[src/rtl/popcount_pkg.sv]
// Shared types and defaults for the frame popcount sequencer.
// The width-check macro compares a register width against the largest value it must hold.
`ifndef POPCOUNT_FITS
`define POPCOUNT_FITS(w, limit) ((64'd1 << (w)) > 64'(limit))
`endif

package popcount_pkg;

    localparam logic [1:0] ST_IDLE  = 2'd0;
    localparam logic [1:0] ST_ACCUM = 2'd1;
    localparam logic [1:0] ST_HOLD  = 2'd2;

    typedef enum logic [1:0] {
        IDLE  = ST_IDLE,
        ACCUM = ST_ACCUM,
        HOLD  = ST_HOLD
    } state_e;

    localparam int MAX_BYTES_DEF = 32;
    localparam int CNT_W_DEF     = 9;
    localparam int BYTE_W_DEF    = 6;

endpackage

[src/rtl/popcount8_core.sv]
// Combinational popcount of one byte as a balanced adder tree (pairs, quads, final sum).
module popcount8_core (
    input  logic [7:0] d,
    output logic [3:0] pc
);

    logic [3:0][1:0] sum2;
    logic [1:0][2:0] sum4;

    for (genvar i = 0; i < 4; i++) begin : g_pair
        assign sum2[i] = 2'(d[2*i]) + 2'(d[2*i+1]);
    end

    for (genvar j = 0; j < 2; j++) begin : g_quad
        assign sum4[j] = 3'(sum2[2*j]) + 3'(sum2[2*j+1]);
    end

    assign pc = 4'(sum4[0]) + 4'(sum4[1]);

endmodule

[src/rtl/popcount_frame_seq.sv]
// Accumulates the set-bit total of each byte frame and holds the result on a valid/ready port.
// Handshake: a transfer happens on a rising edge where valid and ready are both 1; ready never depends on valid.
module popcount_frame_seq
    import popcount_pkg::*;
#(
    parameter int MAX_BYTES = MAX_BYTES_DEF,
    parameter int CNT_W     = CNT_W_DEF,
    parameter int BYTE_W    = BYTE_W_DEF
) (
    input  logic              clk,
    input  logic              rst_n,
    input  logic              in_valid,
    output logic              in_ready,
    input  logic [7:0]        in_data,
    input  logic              in_last,
    output logic              out_valid,
    input  logic              out_ready,
    output logic [CNT_W-1:0]  out_count,
    output logic [BYTE_W-1:0] out_bytes,
    output logic              out_trunc,
    output state_e            dbg_state_o
);

    if (MAX_BYTES < 1 || MAX_BYTES > 255) begin : g_bad_max
        $error("MAX_BYTES must be in 1..255");
    end
    if (!`POPCOUNT_FITS(CNT_W, 8 * MAX_BYTES)) begin : g_bad_cnt_w
        $error("CNT_W too narrow for 8*MAX_BYTES");
    end
    if (!`POPCOUNT_FITS(BYTE_W, MAX_BYTES)) begin : g_bad_byte_w
        $error("BYTE_W too narrow for MAX_BYTES");
    end

    state_e              state_q;
    logic [CNT_W-1:0]    acc_q;
    logic [BYTE_W-1:0]   bytes_q;
    logic                out_valid_q;
    logic                in_ready_q;
    logic                trunc_q;

    logic [3:0]          pc;
    logic [CNT_W-1:0]    pc_d;
    logic [CNT_W-1:0]    acc_sum_d;
    logic [BYTE_W-1:0]   bytes_inc_d;
    logic                accept;
    logic                limit_hit_d;

    popcount8_core u_core (
        .d  (in_data),
        .pc (pc)
    );

    assign accept      = in_valid & in_ready_q;
    assign pc_d        = CNT_W'(pc);
    assign acc_sum_d   = acc_q + pc_d;
    assign bytes_inc_d = bytes_q + BYTE_W'(1);
    // Limit test on the post-increment count, so IDLE's first byte compares against 1.
    assign limit_hit_d = (state_q == IDLE) ? (MAX_BYTES == 1)
                                           : (bytes_inc_d == BYTE_W'(MAX_BYTES));

    always_ff @(posedge clk or negedge rst_n) begin
        if (!rst_n) begin
            state_q     <= IDLE;
            acc_q       <= '0;
            bytes_q     <= '0;
            out_valid_q <= 1'b0;
            in_ready_q  <= 1'b1;
            trunc_q     <= 1'b0;
        end else begin
            case (state_q)
                IDLE, ACCUM: begin
                    if (accept) begin
                        acc_q   <= (state_q == IDLE) ? pc_d : acc_sum_d;
                        bytes_q <= (state_q == IDLE) ? BYTE_W'(1) : bytes_inc_d;
                        if (in_last || limit_hit_d) begin
                            state_q     <= HOLD;
                            out_valid_q <= 1'b1;
                            in_ready_q  <= 1'b0;
                            trunc_q     <= ~in_last;
                        end else begin
                            state_q <= ACCUM;
                        end
                    end
                end
                HOLD: begin
                    if (out_valid_q && out_ready) begin
                        state_q     <= IDLE;
                        acc_q       <= '0;
                        bytes_q     <= '0;
                        out_valid_q <= 1'b0;
                        in_ready_q  <= 1'b1;
                        trunc_q     <= 1'b0;
                    end
                end
                default: begin
                    state_q     <= IDLE;
                    acc_q       <= '0;
                    bytes_q     <= '0;
                    out_valid_q <= 1'b0;
                    in_ready_q  <= 1'b1;
                    trunc_q     <= 1'b0;
                end
            endcase
        end
    end

    assign in_ready    = in_ready_q;
    assign out_valid   = out_valid_q;
    assign out_count   = acc_q;
    assign out_bytes   = bytes_q;
    assign out_trunc   = trunc_q;
    assign dbg_state_o = state_q;

endmodule
[config.mk]
export PLATFORM = sky130hd
export DESIGN_NAME = popcount_frame_seq
export DESIGN_NICKNAME = d
export VERILOG_FILES = /design/src/rtl/popcount_pkg.sv /design/src/rtl/popcount8_core.sv /design/src/rtl/popcount_frame_seq.sv
export SDC_FILE = /design/constraint.sdc
export NUM_CORES = 1
export LEC_CHECK = 0
export CORE_MARGIN = 3
export CORE_UTILIZATION = 40
export CTS_BUF_LIST = sky130_fd_sc_hd__clkbuf_16
export DETAILED_ROUTE_END_ITERATION = 12
export GPL_TIMING_DRIVEN = 0
export PLACE_DENSITY = 0.76
export SLEW_MARGIN = 20
export SYNTH_ARGS = -nofsm -noshare
export SYNTH_HDL_FRONTEND = slang
export SYNTH_HIERARCHICAL = 1
export SYNTH_SLANG_ARGS = --single-unit
export TNS_END_PERCENT = 30
[constraint.sdc]
create_clock -name clk -period 3.5 [get_ports clk]
set_input_delay 0.7 -clock clk [delete_from_list [all_inputs] [get_ports clk]]
set_output_delay 0.7 -clock clk [all_outputs]
set_load 0.01 [all_outputs]
# After elaboration in Yosys (flattened, before gate mapping)
# Cells that the tools add are included.
# classes
n_addsub	9
n_eq_ne	6
muxes	24
n_bitwise	2
n_reduce_logical	6
# op_table
op	n
$mux 9	3
$mux 6	3
$pmux 9 s2	1
$pmux 6 s2	1
$add 9x4->9	1
$mux 1	9
$add 1x1->2	4
$add 2x2->3	2
$add 6x1->6 const B	1
$eq 6x6->1 const B	1
$mux 2	3
$ne 2x2->1 const B	3
$pmux 1 s2	3
$add 3x3->4	1
$pmux 2 s2	1
$reduce_and 3->1	1
$eq 2x1->1 const B	1
$eq 2x2->1 const B	1
$logic_not 2->1	1
$reduce_and 2->1	1
$reduce_or 2->1	1
$and 1x1->1	1
$logic_and 1x1->1	1
$logic_or 1x1->1	1
$not 1->1	1
# word_totals
reg_bits	20
input_bits	13
out_inout_bits	20
wordCells	53

# Longest topological paths before layout
# logic_depth
word_depth	7
mapped_depth	14
ltp_nobuf	14

# Hierarchy
# Netlist, hierarchy kept.
# modules_own_cells
mod	n_inst	cells_each	area_per_inst_um2	seq_area_each_um2
popcount_frame_seq	1	124	1207.4	501.7
popcount8_core	1	24	190.2	0.0

# Worst setup path before layout
# Ideal clock, no wire load.
# synth_timing
kind	input -> register
start	in in_data[0]
end	reg acc_q[5] (netlist: out_count[5])
arrival_time_ps	4130
slack_ps	-713
cell_stages	14
path_buffers	0
path_cell_list	inv_1 -> fa_1 -> fa_1 -> fa_1 -> inv_1 -> ha_1 -> inv_1 -> fa_1 -> xnor2_1 -> ha_1 -> o21a_1 -> a21oi_1 -> or4b_2 -> o21ai_0
# synth_between
elab_chain_len	7
# synth_lines
element	line_no	source
from (decl)	popcount_frame_seq.sv:14	input logic [7:0] in_data,
$add 1x1->2	popcount8_core.sv:11	assign sum2[i] = 2'(d[2*i]) + 2'(d[2*i+1]);
$add 2x2->3	popcount8_core.sv:15	assign sum4[j] = 3'(sum2[2*j]) + 3'(sum2[2*j+1]);
$add 3x3->4	popcount8_core.sv:18	assign pc = 4'(sum4[0]) + 4'(sum4[1]);
net pc[2]	popcount_frame_seq.sv:41	logic [3:0] pc;
$add 9x4->9	popcount_frame_seq.sv:55	assign acc_sum_d = acc_q + pc_d;
$mux 9	popcount_frame_seq.sv:73	acc_q <= (state_q == IDLE) ? pc_d : acc_sum_d;
$mux 9	popcount_frame_seq.sv:72	if (accept) begin
$pmux 9 s2	popcount_frame_seq.sv:70	case (state_q)
to (signal assigned)	popcount_frame_seq.sv:73	
to (decl)	popcount_frame_seq.sv:35	logic [CNT_W-1:0] acc_q;
# The timed path passes the listed nets, and every way through them passes these cells. The select of a mux whose other input is x is not followed.
# A chain may end at the register's enable or synchronous reset.

# Worst setup path after layout
# layout_timing
start	in in_data[3]
end	reg acc_q[8] (netlist: out_count[8])
# Same word-level chain as after synthesis.

==> impl_metrics.tcl <==
set metrics [dict create \
    synth_cell_type_count 44 \
    fillCellCount 292 \
    unrepaired_setup_endpoints_after_global_routing "true" \
    synth_edf_count 0 \
    critical_path.endpoint_type "register" \
    grt-ovfl-total 0 \
    use_met1 0.233 \
    slowest_stage "fa_1" \
    critical-path-top-cell-by-count "fa_1" \
    clock_tree.buffer_depth 2 \
    grt_use_total 0.187 \
    synthesis.instances 148 \
    die-height_um 65.1 \
    worstSetupStartpointType "primary input" \
    async_reset_ff_frac 1.00 \
    holdCritPathClass "register to register" \
    violations "negative setup slack" \
    route.detailed.wl_per_inst_um 15.7 \
    io_buffer_count 32 \
    max_slew.worst_pin.slew_ns 0.914 \
    max_cap_viols 0 \
    drive_gt1_frac 0.172 \
    slew_headroom 0.388 \
    starting_density_of_the_core 0.436 \
    drtAntennaViolNets 0 \
    clock_sinks 20 \
    synth.top_cells.by_count "dfrtp_1, inv_1, a21oi_1, nand2_1, o21ai_0" \
    initial_antenna_violation_count 0 \
    coreArea_um2 3200 \
    outcome "finished, violations left" \
    synthesized_cell_area_um2 1400 \
    global_route_wire_length_before_repair_um 6180 \
    postCtsHoldBufs 0 \
    htree_levels 1 \
    power_frac_clock 0.374 \
    path_cells "buf_8, inv_8, fa_1, fa_1, fa_1, inv_1, ha_2, inv_2, fa_2, xnor2_2, ha_4, a21o_1, a21oi_4, or4_4, a21oi_2" \
    timing.final.ws_setup_ns -0.564 \
    met3_usage 0.0444 \
    final_wtd_congestion 0.802 \
    finalWirelength_um 3610 \
    power_internal_mw 0.470 \
    worstSkewPairLatency_ns 0.26 \
    irDropWorstVdd_uv 257 \
    drtIter0Drc 50 \
    fin_cells 230 \
    hold_viol_final 0 \
    cts_inserted_buffers 3 \
    synth.net_count 175 \
    critical-path-top-delay-family "adder cells" \
    yosysSeqAreaShare 0.359 \
    worst-path-buf-inv 4 \
    fin_setup_tns_ns -3.58 \
    route.vias.total 1274 \
    design.portCount 33 \
    critical_path.max_fanout 6 \
    report.final.setup_viol 8 \
    vias_per_cell 5.54 \
    netlist_top_cells_area "dfrtp_1, ha_1, fa_1" \
    global_route.peak_usage_layer "met2" \
    final_period_minus_worst_setup_slack_ns 4.06 \
    timing.hold.ws_ns 0.522 \
    r2r.worst_path.cells 6 \
    synth.avg_cell_area_um2 9.44 \
    number_of_design_rule_violations_left_after_detail_routing 0 \
    worstSetupPathDepth 15 \
    setup.reg_to_reg.worst_slack_ns 1.65 \
    finalMaxSlewViolations 0 \
    whs_path_cells 2 \
    netSwitchingPower_mw 0.180 \
    finClkSkew_ns 0.00206 \
    synth-seq-cells 20 \
    worst_setup_hold_path_clk_slew_ns 0.06 \
    power.share.switching 0.276 \
    worst-endpoint-required_ns 3.69 \
    grt_max_degree 21 \
    design_power_mw 0.650 \
    maximum_single_stage_delay_on_the_critical_path_ns 0.55 \
    combinationalPowerShare 0.270 \
    post-dp-hpwl_um 2620 \
    fp-row-count 20 \
    leak_nw 0.876 \
    netlist.top_cell.by_area "dfrtp_1" \
    cp.arrival_ns 4.25 \
    synth-main-ff-cell "dfrtp_1" \
    layout.core_utilization 0.610 \
    critPathKind "primary input to register" \
    first_global_vias 1312 \
    placed_cells 224 \
    cts.root.buffer_cell "clkbuf_16" \
    antenna_cells_inserted 0 \
    gr-usage-met2 0.323 \
    die_w_um 65.1 \
    synth_warn 6 \
    leading_cell_type_by_number_of_instances_after_synthesis "dfrtp_1" \
    seqPwrFrac 0.356 \
    final_cycle_utilization_of_the_critical_path 1.16 \
    fmax_mhz 246 \
    pwr_density_cell_nw_per_um2 333 \
    yosys.area.top_type_share 0.340 \
    syn_to_final_growth_pct 39.7 \
    cts_tree "yes" \
    design.final.nets 214 \
    fp.dieArea_um2 4240 \
    dr.pass1.iters 4 \
]
[flip-flops by register name, summed over array words and instances (netlist names)]
name,count
in_ready,1
out_count,9
out_trunc,1
out_bytes,6
out_valid,1
dbg_state_o,2
[metrics by stage]
step,area [µm²],worst slack [ns]
after global routing,1950,-0.657
final,1950,-0.564
after floorplan,1440,-0.644
after CTS,1950,-0.544
after detailed placement,1820,-1.44
after global placement,1820,-1.32
[what timing repair did]
item / CTS / global route
resized for setup: 21 / 2
endpoints found under the setup margin: 9 / 8
pin swaps: 19 / 2
setup buffers: 2 / 0
[area by class of cell]
class	instances	area, µm²	share of cell area
multi-input cells	109	901	0.461
repair buffers	34	330	0.169
clock buffers	3	75.1	0.0384
clock inverters	1	3.75	0.00192
inverters	14	62.6	0.0320
flip-flops and latches	20	502	0.257
plain buffers	5	23.8	0.0122
well taps	44	55.1	0.0282
[cell families (layout without fill, tap and decap cells)]
family | after synthesis | count (layout) | share of synthesized area
adder cells (fa/ha/maj) | 14 | 14 | 0.152
AO/OA/AOI/OAI | 44 | 44 | 0.201
multiplexers | 3 | 3 | 0.0251
buffers and inverters | 19 | 57 | 0.0546
XOR/XNOR | 6 | 6 | 0.0376
flip-flops | 20 | 20 | 0.359
AND/OR/NAND/NOR | 42 | 42 | 0.170
[path summary, 6_finish.rpt]
path,startpoint,end
worst min register to register,out_count[0],out_count[0]
worst max-delay path,in_data[3],out_count[8]
max in group asynchronous,rst_n,out_count[0]
worst max register to register,out_count[0],out_count[8]
min in group asynchronous,rst_n,out_count[1]
worst min-delay path,out_count[0],out_count[0]
[placed cells by master (no fill, tap or decap), types with 3 or more instances in the layout]
cell type         n
o31ai_1           6
clkdlybuf4s50_1  29
clkbuf_1          3
nand2_1          12
xor2_1            3
o21ai_0          10
a21oi_2           3
nand3_1           4
a21oi_1           8
inv_1            10
a21o_1            3
nor2_1            6
nor2b_1           3
clkbuf_16         3
dfrtp_1          19
fa_1              3
ha_1              6
buf_2             3
buf_4             3
[worst min-delay path, cell delays in order (launching register included)]
cell	delay (ns)
dfrtp_1	0.37
nand2_1	0.06
o31ai_1	0.06
[per-layer routing]
metal / vias to the layer above / wire length [µm]
met5: - / 0
met4: 0 / 21
met3: 4 / 121
met2: 33 / 1910
met1: 628 / 1560
li1: 609 / -
[power groups by stage]
stage / Sequential [mW] / Clock (mW) / Combinational [mW]
4_1_cts: 0.231 / 0.246 / 0.169
3_3_place_gp: 0.235 / 0 / 0.135
3_5_place_dp: 0.235 / 0 / 0.148
5_1_grt: 0.231 / 0.256 / 0.194
2_1_floorplan: 0.236 / 0 / 0.104
6_report: 0.231 / 0.243 / 0.175
Power figures use the tool's default switching activity.
